### config.mk
export PLATFORM = sky130hd
export DESIGN_NAME = button_pulse_conditioner
export DESIGN_NICKNAME = d
export VERILOG_FILES = /design/src/rtl/laser_pkg.sv /design/src/rtl/btn_sync.sv /design/src/rtl/button_pulse_conditioner.sv
export SDC_FILE = /design/constraint.sdc
export NUM_CORES = 1
export LEC_CHECK = 0
export ABC_CLOCK_PERIOD_IN_PS = 2300
export BUFFER_PORTS_ARGS = -buffer_cell sky130_fd_sc_hd__buf_4
export CORE_MARGIN = 3
export CORE_UTILIZATION = 40
export DETAILED_ROUTE_END_ITERATION = 10
export REMOVE_ABC_BUFFERS = 1
export SETUP_SLACK_MARGIN = 0.2
export SYNTH_ARGS = -nofsm -noshare
export SYNTH_HDL_FRONTEND = slang
export SYNTH_SLANG_ARGS = --single-unit
### constraint.sdc
create_clock -name Clk -period 2.3 [get_ports Clk]
set_input_delay 0.345 -clock Clk [delete_from_list [all_inputs] [get_ports Clk]]
set_output_delay 0.345 -clock Clk [all_outputs]
set_load 0.05 [all_outputs]
### src/rtl/laser_pkg.sv
// Shared encodings and sizing for the push-button conditioner feeding the laser FSM.
package laser_pkg;

  typedef enum logic [1:0] {
    ST_RELEASED     = 2'd0,
    ST_PRESS_WAIT   = 2'd1,
    ST_HELD         = 2'd2,
    ST_RELEASE_WAIT = 2'd3
  } btn_state_t;

  localparam int DEBOUNCE_CYCLES_DEFAULT = 4;
  localparam int PRESS_COUNT_W           = 8;

  // Saturating increment: holds at all-ones instead of wrapping.
  function automatic logic [PRESS_COUNT_W-1:0] sat_inc(input logic [PRESS_COUNT_W-1:0] v);
    logic [PRESS_COUNT_W-1:0] r;
    if (v == {PRESS_COUNT_W{1'b1}}) begin
      r = v;
    end else begin
      r = v + PRESS_COUNT_W'(1);
    end
    return r;
  endfunction

endpackage

### src/rtl/btn_sync.sv
// Two-flop synchronizer for the asynchronous button level; clears to 0 on reset.
module btn_sync (
  input  logic Clk,
  input  logic Rst,
  input  logic d,
  output logic q
);

  logic meta_r;
  logic sync_r;

  // Metastability filter: two back-to-back flops.
  always_ff @(posedge Clk) begin
    if (!Rst) begin
      meta_r <= 1'b0;
      sync_r <= 1'b0;
    end else begin
      meta_r <= d;
      sync_r <= meta_r;
    end
  end

  assign q = sync_r;

endmodule

### src/rtl/button_pulse_conditioner.sv
// Debounces a bouncing push-button and issues one B pulse per accepted press,
// or a Rejected pulse instead when the laser is already firing.
module button_pulse_conditioner
  import laser_pkg::*;
#(
  parameter int DEBOUNCE_CYCLES = DEBOUNCE_CYCLES_DEFAULT
) (
  input  logic                     Clk,
  input  logic                     Rst,
  input  logic                     BtnRaw,
  input  logic                     LaserBusy,
  output logic                     B,
  output logic                     Rejected,
  output logic                     Debounced,
  output logic [PRESS_COUNT_W-1:0] PressCount,
  output logic [1:0]               State
);

  // Wide enough to hold DEBOUNCE_CYCLES itself; the count tops out there, so it never wraps.
  localparam int CNT_W = (DEBOUNCE_CYCLES < 2) ? 1 : $clog2(DEBOUNCE_CYCLES + 1);
  localparam logic [CNT_W-1:0] CNT_MAX  = CNT_W'(DEBOUNCE_CYCLES);
  localparam logic [CNT_W-1:0] CNT_ONE  = CNT_W'(1);
  localparam logic [CNT_W-1:0] CNT_ZERO = CNT_W'(0);

  logic                     sync_s;
  btn_state_t               state_r;
  btn_state_t               state_s;
  logic [CNT_W-1:0]         cnt_r;
  logic [CNT_W-1:0]         cnt_s;
  logic                     accept_s;
  logic                     b_r;
  logic                     rej_r;
  logic                     debounced_r;
  logic [PRESS_COUNT_W-1:0] press_cnt_r;

  btn_sync u_sync (
    .Clk (Clk),
    .Rst (Rst),
    .d   (BtnRaw),
    .q   (sync_s)
  );

  // Next-state and stability-counter logic.
  always_comb begin
    state_s  = state_r;
    cnt_s    = cnt_r;
    accept_s = 1'b0;
    case (state_r)
      ST_RELEASED: begin
        if (sync_s) begin
          state_s = ST_PRESS_WAIT;
          cnt_s   = CNT_ONE;
        end else begin
          state_s = ST_RELEASED;
        end
      end
      ST_PRESS_WAIT: begin
        if (!sync_s) begin
          state_s = ST_RELEASED;
          cnt_s   = CNT_ZERO;
        end else if (cnt_r == CNT_MAX) begin
          state_s  = ST_HELD;
          cnt_s    = CNT_ZERO;
          accept_s = 1'b1;
        end else begin
          cnt_s = cnt_r + CNT_ONE;
        end
      end
      ST_HELD: begin
        if (!sync_s) begin
          state_s = ST_RELEASE_WAIT;
          cnt_s   = CNT_ONE;
        end else begin
          state_s = ST_HELD;
        end
      end
      ST_RELEASE_WAIT: begin
        if (sync_s) begin
          state_s = ST_HELD;
          cnt_s   = CNT_ZERO;
        end else if (cnt_r == CNT_MAX) begin
          state_s = ST_RELEASED;
          cnt_s   = CNT_ZERO;
        end else begin
          cnt_s = cnt_r + CNT_ONE;
        end
      end
      default: begin
        state_s = ST_RELEASE_WAIT;
        cnt_s   = CNT_ZERO;
      end
    endcase
  end

  // State register; reset parks in RELEASE_WAIT so a button held through reset must be released first.
  always_ff @(posedge Clk) begin
    if (!Rst) begin
      state_r <= ST_RELEASE_WAIT;
      cnt_r   <= CNT_ZERO;
    end else begin
      state_r <= state_s;
      cnt_r   <= cnt_s;
    end
  end

  // Registered pulses and level; LaserBusy only matters on the acceptance edge.
  always_ff @(posedge Clk) begin
    if (!Rst) begin
      b_r         <= 1'b0;
      rej_r       <= 1'b0;
      debounced_r <= 1'b1;
      press_cnt_r <= {PRESS_COUNT_W{1'b0}};
    end else begin
      b_r         <= accept_s & ~LaserBusy;
      rej_r       <= accept_s & LaserBusy;
      debounced_r <= (state_s == ST_HELD) || (state_s == ST_RELEASE_WAIT);
      if (accept_s && !LaserBusy) begin
        press_cnt_r <= sat_inc(press_cnt_r);
      end else begin
        press_cnt_r <= press_cnt_r;
      end
    end
  end

  assign B          = b_r;
  assign Rejected   = rej_r;
  assign Debounced  = debounced_r;
  assign PressCount = press_cnt_r;
  assign State      = state_r;

endmodule

==> metrics, run 1 <==
final wirelength=1.520 mm; CTS tree=built; dominant cells by area after synthesis=dfxtp_1, nand2_1, ha_1; initial antenna violation count=0; power density over the cells=536.5 nW/um2; synth warn=0; Setup WS pre-CTS=0.6849 ns; vias=684; worst-path maximum fanout=5; router iterations before antenna repair=4; syn_area_per_cell=8.731 um2; Worst-Skew Late Latency=0.28 ns; Diodes inserted=0; clk_skew=0.002946 ns; Peak supply drop=0.0003142 V; share of the yosys chip area belonging to registers=43.31%; Setup violations, final=0; Max Clock Freq=0.6075 GHz; CP startpoint kind=flop; layout cells sized above 1=21.30%; Final Slew Violations=0; count leader, synth=dfxtp_1; Min Hold Slack=0.2615 ns; period utilisation layout=71.57%; Fin. Hold Viols=0; Crit. End Element=flop; CP max stage cell=or4_1; CTS max path bufs=2; vias per cell=5.143; Logic pwr share=9.6%; Worst Path Required=2.52 ns; worst-margin pin slew=0.3063 ns; Post-synth EDFFs=0; nets=116; IO Port Bufs=16; core area=1783 um2; sw power=0.1209 mW; CP Class=flop to flop; Total GRT Usage=14.24%; Netlist cell types=33; root buffer cell=clkbuf_4; post_cts resized=0; hpwl dp=1.155 mm; Clk pwr share=29.8%; Syn Inst Count=90; Area Growth Syn to Fin=21.18%; crit-path cells=inv_1 -> ha_1 -> and3_2 -> nand2_2 -> or4_1 -> a21oi_1; WL/cell=11.43 um; Fin Setup TNS=0 ns; Post-synth ARST share=0%; Tmin final=1.646 ns; Seq cells post-synth=17; number of DRC markers in iteration 0=7; MaxCap Viol Count=0; register share of total power=60.6%; CTS buffer count=3; Internal=0.3899 mW; Post-Route Utilization=53.40%; synth cell count leaders=dfxtp_1, nand2_1, nor2_1; Die Footprint=2532 um2; total grt overflow=0; largest net degree at the start of global routing=17; Yosys top cell by area=dfxtp_1; Ports=17; first-pass GRT wire length=2.739 mm; Pleak=0.3795 nW; htree depth=1; top-area cell type share of the netlist area=43.31%; Initial Utilization=44.07%; die width=50.32 um; die height=50.32 um; drt drc=0; CTS Sinks=17; switch share=23.68%; Crit path largest cell delay=0.50 ns; clock transition at the registers of the reported paths=0.09 ns; Relative slew margins=79.05%; HP Class=primary input to flop; total power=0.5108 mW; Setup Buffers After CTS=0; Final ANT Viol Nets=0; RSZ-0062 raised after global routing=false; GP Congestion=0.7907; number of global-route vias before repair=603; mapped cell area=785.8 um2; Hold Buf Count CTS=0; status=complete, no violations; worst path arrival time=1.86 ns; final worst setup slack=0.6538 ns; ys flop type=dfxtp_1; row cnt=15
## path summary, 6_finish.rpt
kind	cells after the start	slack (ns)	startpoint	to
setup / recovery	6	0.65	cnt_r[0]	PressCount[4]
hold / removal	2	0.26	BtnRaw	u_sync.meta_r
setup reg to reg	6	0.65	cnt_r[0]	PressCount[4]
hold reg to reg	1	0.44	u_sync.meta_r	u_sync.q
## cell families after synthesis
kind of cell	synth area share, %
compound gates	13.54
xor+xnor	1.115
fa+ha+maj	4.778
buf+inv	3.343
flops	43.31
mux	3.822
simple gates	30.10
## per-stage QoR
step / cell area [um2] / instances
after floorplan: 774.5 / 88
after detailed placement: 925.9 / 129
final: 952.2 / 133
after global placement: 925.9 / 129
after global routing: 952.2 / 133
after CTS: 952.2 / 133
## per-layer routing
metal	global-route usage, %	vias to the layer above	part of all wire, %	wire, um
met1	19.60	312	49	746
met4	5.381	0	1.1	17
met5	0	-	0	0
met3	5.341	2	5.1	77
met2	20.00	11	45	679
li1	-	359	-	-
## sequential cells by signal, summed over array words and instances (netlist names)
| register | flops |
|---|---|
| cnt_r | 3 |
| u_sync.meta_r | 1 |
| State | 2 |
| Rejected | 1 |
| B | 1 |
| PressCount | 8 |
| u_sync.q | 1 |
## cells in the final DEF (no fill, tap or decap)
cell type / synthesis / routed
mux2i_1: 3 / 3
inv_1: 4 / 4
dfxtp_1: 17 / 17
nand4b_1: 1 / 1
and4b_1: 1 / 1
nand2_2: 1 / 1
and3_1: 3 / 3
ha_1: 3 / 3
nand2b_1: 2 / 2
o211ai_1: 1 / 1
nor3_2: 1 / 1
a41oi_1: 1 / 1
a31oi_1: 1 / 1
a311oi_1: 1 / 1
or4_1: 1 / 1
nor3b_2: 1 / 1
a21oi_1: 5 / 5
a211oi_1: 1 / 1
and2_1: 3 / 3
and3_2: 1 / 1
o31ai_1: 2 / 2
clkbuf_1: 1 / 1
buf_4: 1 / 16
nand3_1: 4 / 4
clkbuf_4: 0 / 3
nand2_1: 14 / 14
a2111oi_0: 1 / 1
nand4_1: 1 / 1
nor2_1: 6 / 6
or2b_1: 1 / 1
o21ai_0: 2 / 2
a32oi_1: 1 / 1
nor3_1: 3 / 3
xor2_1: 1 / 1
## cell type report
class,count,area [um2]
Timing Repair Buffer,16,120.1
Clock buffer,4,26.28
Tap cell,25,31.28
Fill cell,181,830.8
Sequential cell,17,340.3
Multi-Input combinational cell,67,419.2
Inverter,4,15.01
## worst max-delay path: cells and delay by family (launching register included)
| family | cells | cell delay (ns) |
|---|---|---|
| flip-flops | 1 | 0.34 |
| adder cells (fa/ha/maj) | 1 | 0.19 |
| AND/OR/NAND/NOR | 3 | 0.84 |
| AO/OA/AOI/OAI | 1 | 0.15 |
| buffers and inverters | 1 | 0.06 |
## power groups by stage
stage,sequential [mW],combinational [mW],clock (mW)
after global placement,0.316,0.0492,0
after global routing,0.312,0.0570,0.177
after CTS,0.310,0.0500,0.162
final,0.310,0.0491,0.152
after detailed placement,0.317,0.0497,0
after floorplan,0.321,0.0275,0
No activity file was read; power rests on OpenSTA's default activity.
==> inputs of run 2 (changes only) <==
- ABC_CLOCK_PERIOD_IN_PS: 2300 -> 1500
- clock period: 2.3 -> 1.5 ns (I/O delays scaled with it)
==> run 2 against run 1 <==
  * Sequential power up 53%
  * Largest cell class unchanged
  * Combinational power grew to 2.7 times the previous value
  * Fmax up 17%
  * Critical path type unchanged
  * Critical path depth stayed put
==> metrics, run 2 (synthesis gave the netlist of run 1 again) <==
status=complete, no violations (unchanged); Top delay family on crit path=simple AND/OR/NAND/NOR gates (unchanged); Final ANT Viol Nets=0 (unchanged); cell total after placement=141 (was 129); Fin. Hold Viols=0 (unchanged); Total GRT Usage=16.35% (was 14.24%); htree depth=1 (unchanged); CTS Sinks=17 (unchanged); Worst-Skew Late Latency=0.29 ns (was 0.28 ns); period utilisation layout=94.16% (was 71.57%); Peak supply drop=0.0005259 V (was 0.0003142 V); Hold Buf Count CTS=0 (unchanged); Largest register FFs=8 (unchanged); drt drc=0 (unchanged); IO Port Bufs=16 (unchanged); Die Footprint=2532 um2 (unchanged); vias per cell=5.231 (was 5.143); fin cells=147 (was 133); number of global-route vias before repair=700 (was 603); Diodes inserted=0 (unchanged); Initial Utilization=44.07% (unchanged); CTS buffer count=3 (unchanged); layout cells sized above 1=45.08% (was 21.30%); final worst setup slack=0.08760 ns (was 0.6538 ns); RSZ-0062 raised after global routing=true (was false); Crit path largest cell delay=0.42 ns (was 0.50 ns); GP Congestion=0.8266 (was 0.7907); total power=0.8455 mW (was 0.5108 mW); router iterations before antenna repair=4 (unchanged); row cnt=15 (unchanged); die width=50.32 um (unchanged); Setup WS pre-CTS=-0.06027 ns (was 0.6849 ns); CP max stage cell=or4_4 (was or4_1); CP bufs+invs=1 (unchanged); vias=769 (was 684); final wirelength=1.861 mm (was 1.520 mm); HP Class=primary input to flop (unchanged); WL/cell=12.66 um (was 11.43 um); worst-path maximum fanout=3 (was 5); Tmin final=1.412 ns (was 1.646 ns); most common cell after layout, fill and taps aside=buf_4 (was dfxtp_1); worst-margin pin slew=0.2786 ns (was 0.3063 ns); r2r setup slk=0.09 ns (was 0.65 ns); Worst Path Required=1.73 ns (was 2.52 ns); Max Clock Freq=0.7080 GHz (was 0.6075 GHz); Final Slew Violations=0 (unchanged); Register Area=347.8 um2 (was 340.3 um2); largest net degree at the start of global routing=17 (unchanged); core area=1783 um2 (unchanged); initial antenna violation count=0 (unchanged); Fin Setup TNS=0 ns (unchanged); CP Class=flop to flop (unchanged); hpwl dp=1.312 mm (was 1.155 mm); Area Growth Syn to Fin=47.45% (was 21.18%); MaxCap Viol Count=0 (unchanged); crit-path cells=inv_2 -> ha_4 -> and3_4 -> nand2_4 -> or4_4 -> a21oi_2 (was inv_1 -> ha_1 -> and3_2 -> nand2_2 -> or4_1 -> a21oi_1); Ports=17 (unchanged); CP startpoint kind=flop (unchanged); Pleak=0.4933 nW (was 0.3795 nW); CTS max path bufs=2 (unchanged); Setup violations, final=0 (unchanged); CTS tree=built (unchanged); total grt overflow=0 (unchanged); first-pass GRT wire length=3.111 mm (was 2.739 mm); power density over the cells=729.8 nW/um2 (was 536.5 nW/um2); clk_skew=0.002521 ns (was 0.002946 ns); Multi-input gate area=513.0 um2 (was 419.2 um2); filler cell count=153 (was 181); clock transition at the registers of the reported paths=0.09 ns (about the same); nets=130 (was 116); Post-Route Utilization=64.98% (was 53.40%); Relative slew margins=81.41% (was 79.05%); number of DRC markers in iteration 0=15 (was 7); commonest cells after routing, fill and taps aside=buf_4, nand2_1, dfxtp_1 (was dfxtp_1, buf_4, nand2_1); die height=50.32 um (unchanged); Crit. End Element=flop (unchanged); worst path arrival time=1.64 ns (was 1.86 ns); root buffer cell=clkbuf_4 (unchanged)
## run 2: report_power, final
part           total [mW]  internal (mW)  switching [mW]  leakage, nW
registers           0.474          0.464          0.0104        0.139
clock network       0.240          0.103           0.136       0.0150
logic               0.131         0.0645          0.0670        0.339
total               0.846          0.632           0.214        0.493
## run 2: metrics by stage
step / instance area [um2] / hold slack, ns
2_1_floorplan: 774.5 / 0.2869
3_3_place_gp: 1016 / 0.4172
3_5_place_dp: 1016 / 0.4214
4_1_cts: 1094 / 0.1281
5_1_grt: 1159 / 0.1443
6_report: 1159 / 0.1435
## run 2: cell type report
cell class | count | area share (%)
well taps | 25 | 2.700
clock buffers | 4 | 2.268
repair buffers | 30 | 19.44
multi-input cells | 67 | 44.28
inverters | 4 | 1.296
flip-flops and latches | 17 | 30.02
## run 2: final timing paths
kind,from,endpoint,depth (start not counted)
worst max-delay path,cnt_r[0],PressCount[4],6
worst min-delay path,BtnRaw,u_sync.meta_r,2
worst max register to register,cnt_r[0],PressCount[4],6
worst min register to register,u_sync.meta_r,u_sync.q,1
## run 2: timing repair
action	4_1_cts	5_1_grt
resized for setup	14	12
pin swaps	3	6
setup endpoints to repair	11	11
buffers inserted	0	2
## run 2: per-layer routing
layer  track usage, %  wire length [um]  vias up  share of wire, %
li1                 -                 -      387                 -
met3            2.671                65        4               3.5
met1            20.66               853      364                46
met4            12.11                38        0               2.0
met5                0                 0        -                 0
met2            24.78               903       14                49
==> inputs of run 3 (changes only) <==
- ABC_AREA: default -> 1
==> run 3 against run 2 <==
  * Global-route usage fell by 0.55 points
  * Critical path depth is 2 higher
  * Largest cell class unchanged
  * Hold slack got worse by 0.021 ns
  * Die area rose by 8.8%
  * Largest power group unchanged
  * Sequential power about the same
==> metrics, run 3 <==
row cnt=16 (was 15); Setup violations, final=0 (unchanged); Largest register FFs=8 (unchanged); count leader, synth=nand2_1 (was dfxtp_1); nets=154 (was 130); Worst Path Required=1.71 ns (was 1.73 ns); worst path arrival time=1.51 ns (was 1.64 ns); clk_skew=0.004165 ns (was 0.002521 ns); Fin. Hold Viols=0 (unchanged); GP Congestion=0.7436 (was 0.8266); Worst-Skew Late Latency=0.28 ns (was 0.29 ns); Max Clock Freq=0.7745 GHz (was 0.7080 GHz); Fin Setup TNS=0 ns (unchanged); Post-synth ARST share=0% (unchanged); root buffer cell=clkbuf_4 (unchanged); die width=52.49 um (was 50.32 um); CTS max path bufs=2 (unchanged); worst-path maximum fanout=7 (was 3); commonest cells after routing, fill and taps aside=nand2_1, buf_4, dfxtp_1, nor2_1, inv_1 (was buf_4, nand2_1, dfxtp_1); Post-synth EDFFs=0 (unchanged); synth warn=0 (unchanged); Final ANT Viol Nets=0 (unchanged); Yosys top cell by area=dfxtp_1 (unchanged); WL/cell=11.24 um (was 12.66 um); ys flop type=dfxtp_1 (unchanged); CP bufs+invs=1 (unchanged); clock transition at the registers of the reported paths=0.10 ns (was 0.09 ns); total power=0.8263 mW (was 0.8455 mW); power density over the cells=728.1 nW/um2 (was 729.8 nW/um2); layout cells sized above 1=33.56% (was 45.08%); share of the yosys chip area belonging to registers=39.36% (was 43.31%); CTS buffer count=3 (unchanged); status=complete, no violations (unchanged); hpwl dp=1.346 mm (was 1.312 mm); first-pass GRT wire length=3.167 mm (was 3.111 mm); Crit. End Element=flop (unchanged); Total GRT Usage=15.80% (was 16.35%); vias per cell=4.763 (was 5.231); HP Class=primary input to flop (unchanged); MaxCap Viol Count=0 (unchanged); RSZ-0062 raised after global routing=true (unchanged); Syn Inst Count=122 (was 90); Peak supply drop=0.0004747 V (was 0.0005259 V); worst-margin pin slew=0.4283 ns (was 0.2786 ns); vias=824 (was 769); Hold Buf Count CTS=0 (unchanged); drt drc=0 (unchanged); core area=2002 um2 (was 1783 um2); Ports=17 (unchanged); CP max stage cell=dfxtp_2 (was or4_4); syn_area_per_cell=7.087 um2 (was 8.731 um2); Initial Utilization=43.19% (was 44.07%); crit-path cells=inv_2 -> ha_4 -> nand2_2 -> nor2_2 -> nand3_2 -> nor2_4 -> nand2_1 -> a21oi_2 (was inv_2 -> ha_4 -> and3_4 -> nand2_4 -> or4_4 -> a21oi_2); Seq cells post-synth=17 (unchanged); top-area cell type share of the netlist area=39.36% (was 43.31%); htree depth=1 (unchanged); Netlist cell types=23 (was 33); initial antenna violation count=0 (unchanged); number of global-route vias before repair=766 (was 700); CTS Sinks=17 (unchanged); dominant cells by area after synthesis=dfxtp_1, nand2_1, a21oi_1 (was dfxtp_1, nand2_1, ha_1); number of DRC markers in iteration 0=11 (was 15); router iterations before antenna repair=4 (unchanged); Pleak=0.4755 nW (was 0.4933 nW); Diodes inserted=0 (unchanged); total grt overflow=0 (unchanged); mapped cell area=864.6 um2 (was 785.8 um2); Area Growth Syn to Fin=31.26% (was 47.45%); period utilisation layout=86.08% (was 94.16%); largest net degree at the start of global routing=12 (was 17); synth cell count leaders=nand2_1, dfxtp_1, nor2_1 (was dfxtp_1, nand2_1, nor2_1); die height=52.49 um (was 50.32 um); Relative slew margins=71.42% (was 81.41%); Tmin final=1.291 ns (was 1.412 ns); Top delay family on crit path=simple AND/OR/NAND/NOR gates (unchanged); Die Footprint=2755 um2 (was 2532 um2); CP Class=flop to flop (unchanged); CP startpoint kind=flop (unchanged); CTS tree=built (unchanged); most common cell after layout, fill and taps aside=nand2_1 (was buf_4); Crit path largest cell delay=0.34 ns (was 0.42 ns); IO Port Bufs=16 (unchanged); Min Hold Slack=0.1222 ns (was 0.1435 ns); Final Slew Violations=0 (unchanged); final wirelength=1.945 mm (was 1.861 mm)
run 3: kinds of logic after synthesis:
kind of cell / count (synthesis) / share of synthesized area (%)
AO/OA/AOI/OAI: 17 / 10.27
XOR/XNOR: 3 / 3.040
adder cells (fa/ha/maj): 3 / 4.342
buffers and inverters: 17 / 7.814
flip-flops: 17 / 39.36
AND/OR/NAND/NOR: 65 / 35.17
run 3: cell type report:
class / instances / area, um2
clock buffers: 4 / 26.28
multi-input cells: 88 / 501.7
well taps: 27 / 33.78
repair buffers: 22 / 165.2
flip-flops and latches: 17 / 350.3
fillers: 209 / 867.1
inverters: 15 / 57.56
run 3: per-stage QoR:
step	instances	area (um2)	util [%]	worst slack, ns
final	173	1135	56.69	0.2088
after global routing	173	1135	56.69	0.1237
after CTS	172	1100	54.94	0.2161
after detailed placement	164	1015	50.69	0.08455
after global placement	164	1015	50.69	0.1118
after floorplan	120	853.3	-	-0.1704
run 3: worst register-to-register path, delay by kind of cell, from the launching register on:
| kind | cells | cell delay, ns |
|---|---|---|
| and+or+nand+nor | 5 | 0.55 |
| buffers and inverters | 1 | 0.07 |
| DFF | 1 | 0.34 |
| adders and majority gates | 1 | 0.14 |
| AOI/OAI and AO/OA | 1 | 0.13 |
run 3: worst paths after layout:
| check | from | to | slack (ns) | cells past startpoint |
|---|---|---|---|---|
| worst max-delay path | cnt_r[1] | PressCount[5] | 0.21 | 8 |
| worst min-delay path | BtnRaw | u_sync.meta_r | 0.12 | 3 |
| worst max register to register | cnt_r[1] | PressCount[5] | 0.21 | 8 |
| worst min register to register | u_sync.meta_r | u_sync.q | 0.42 | 2 |
run 3: report_power, final:
group | total (mW) | switching [mW] | internal (mW) | leakage, nW
logic | 0.112 | 0.0637 | 0.0482 | 0.320
clock network | 0.240 | 0.137 | 0.103 | 0.0150
registers | 0.474 | 0.0116 | 0.463 | 0.140
total | 0.826 | 0.212 | 0.614 | 0.475
run 3: routing by layer:
| metal | global-route usage [%] | up-vias | wire [um] |
|---|---|---|---|
| met4 | 9.787 | 0 | 39 |
| li1 | - | 433 | - |
| met5 | 0 | - | 0 |
| met2 | 26.86 | 18 | 1041 |
| met1 | 17.65 | 369 | 790 |
| met3 | 3.419 | 4 | 74 |
run 3: timing repair:
action / in CTS / in global routing
gates resized for setup: 11 / 6
setup endpoints to repair: 8 / 8
pin swaps: 5 / 6
setup buffers: 4 / 1
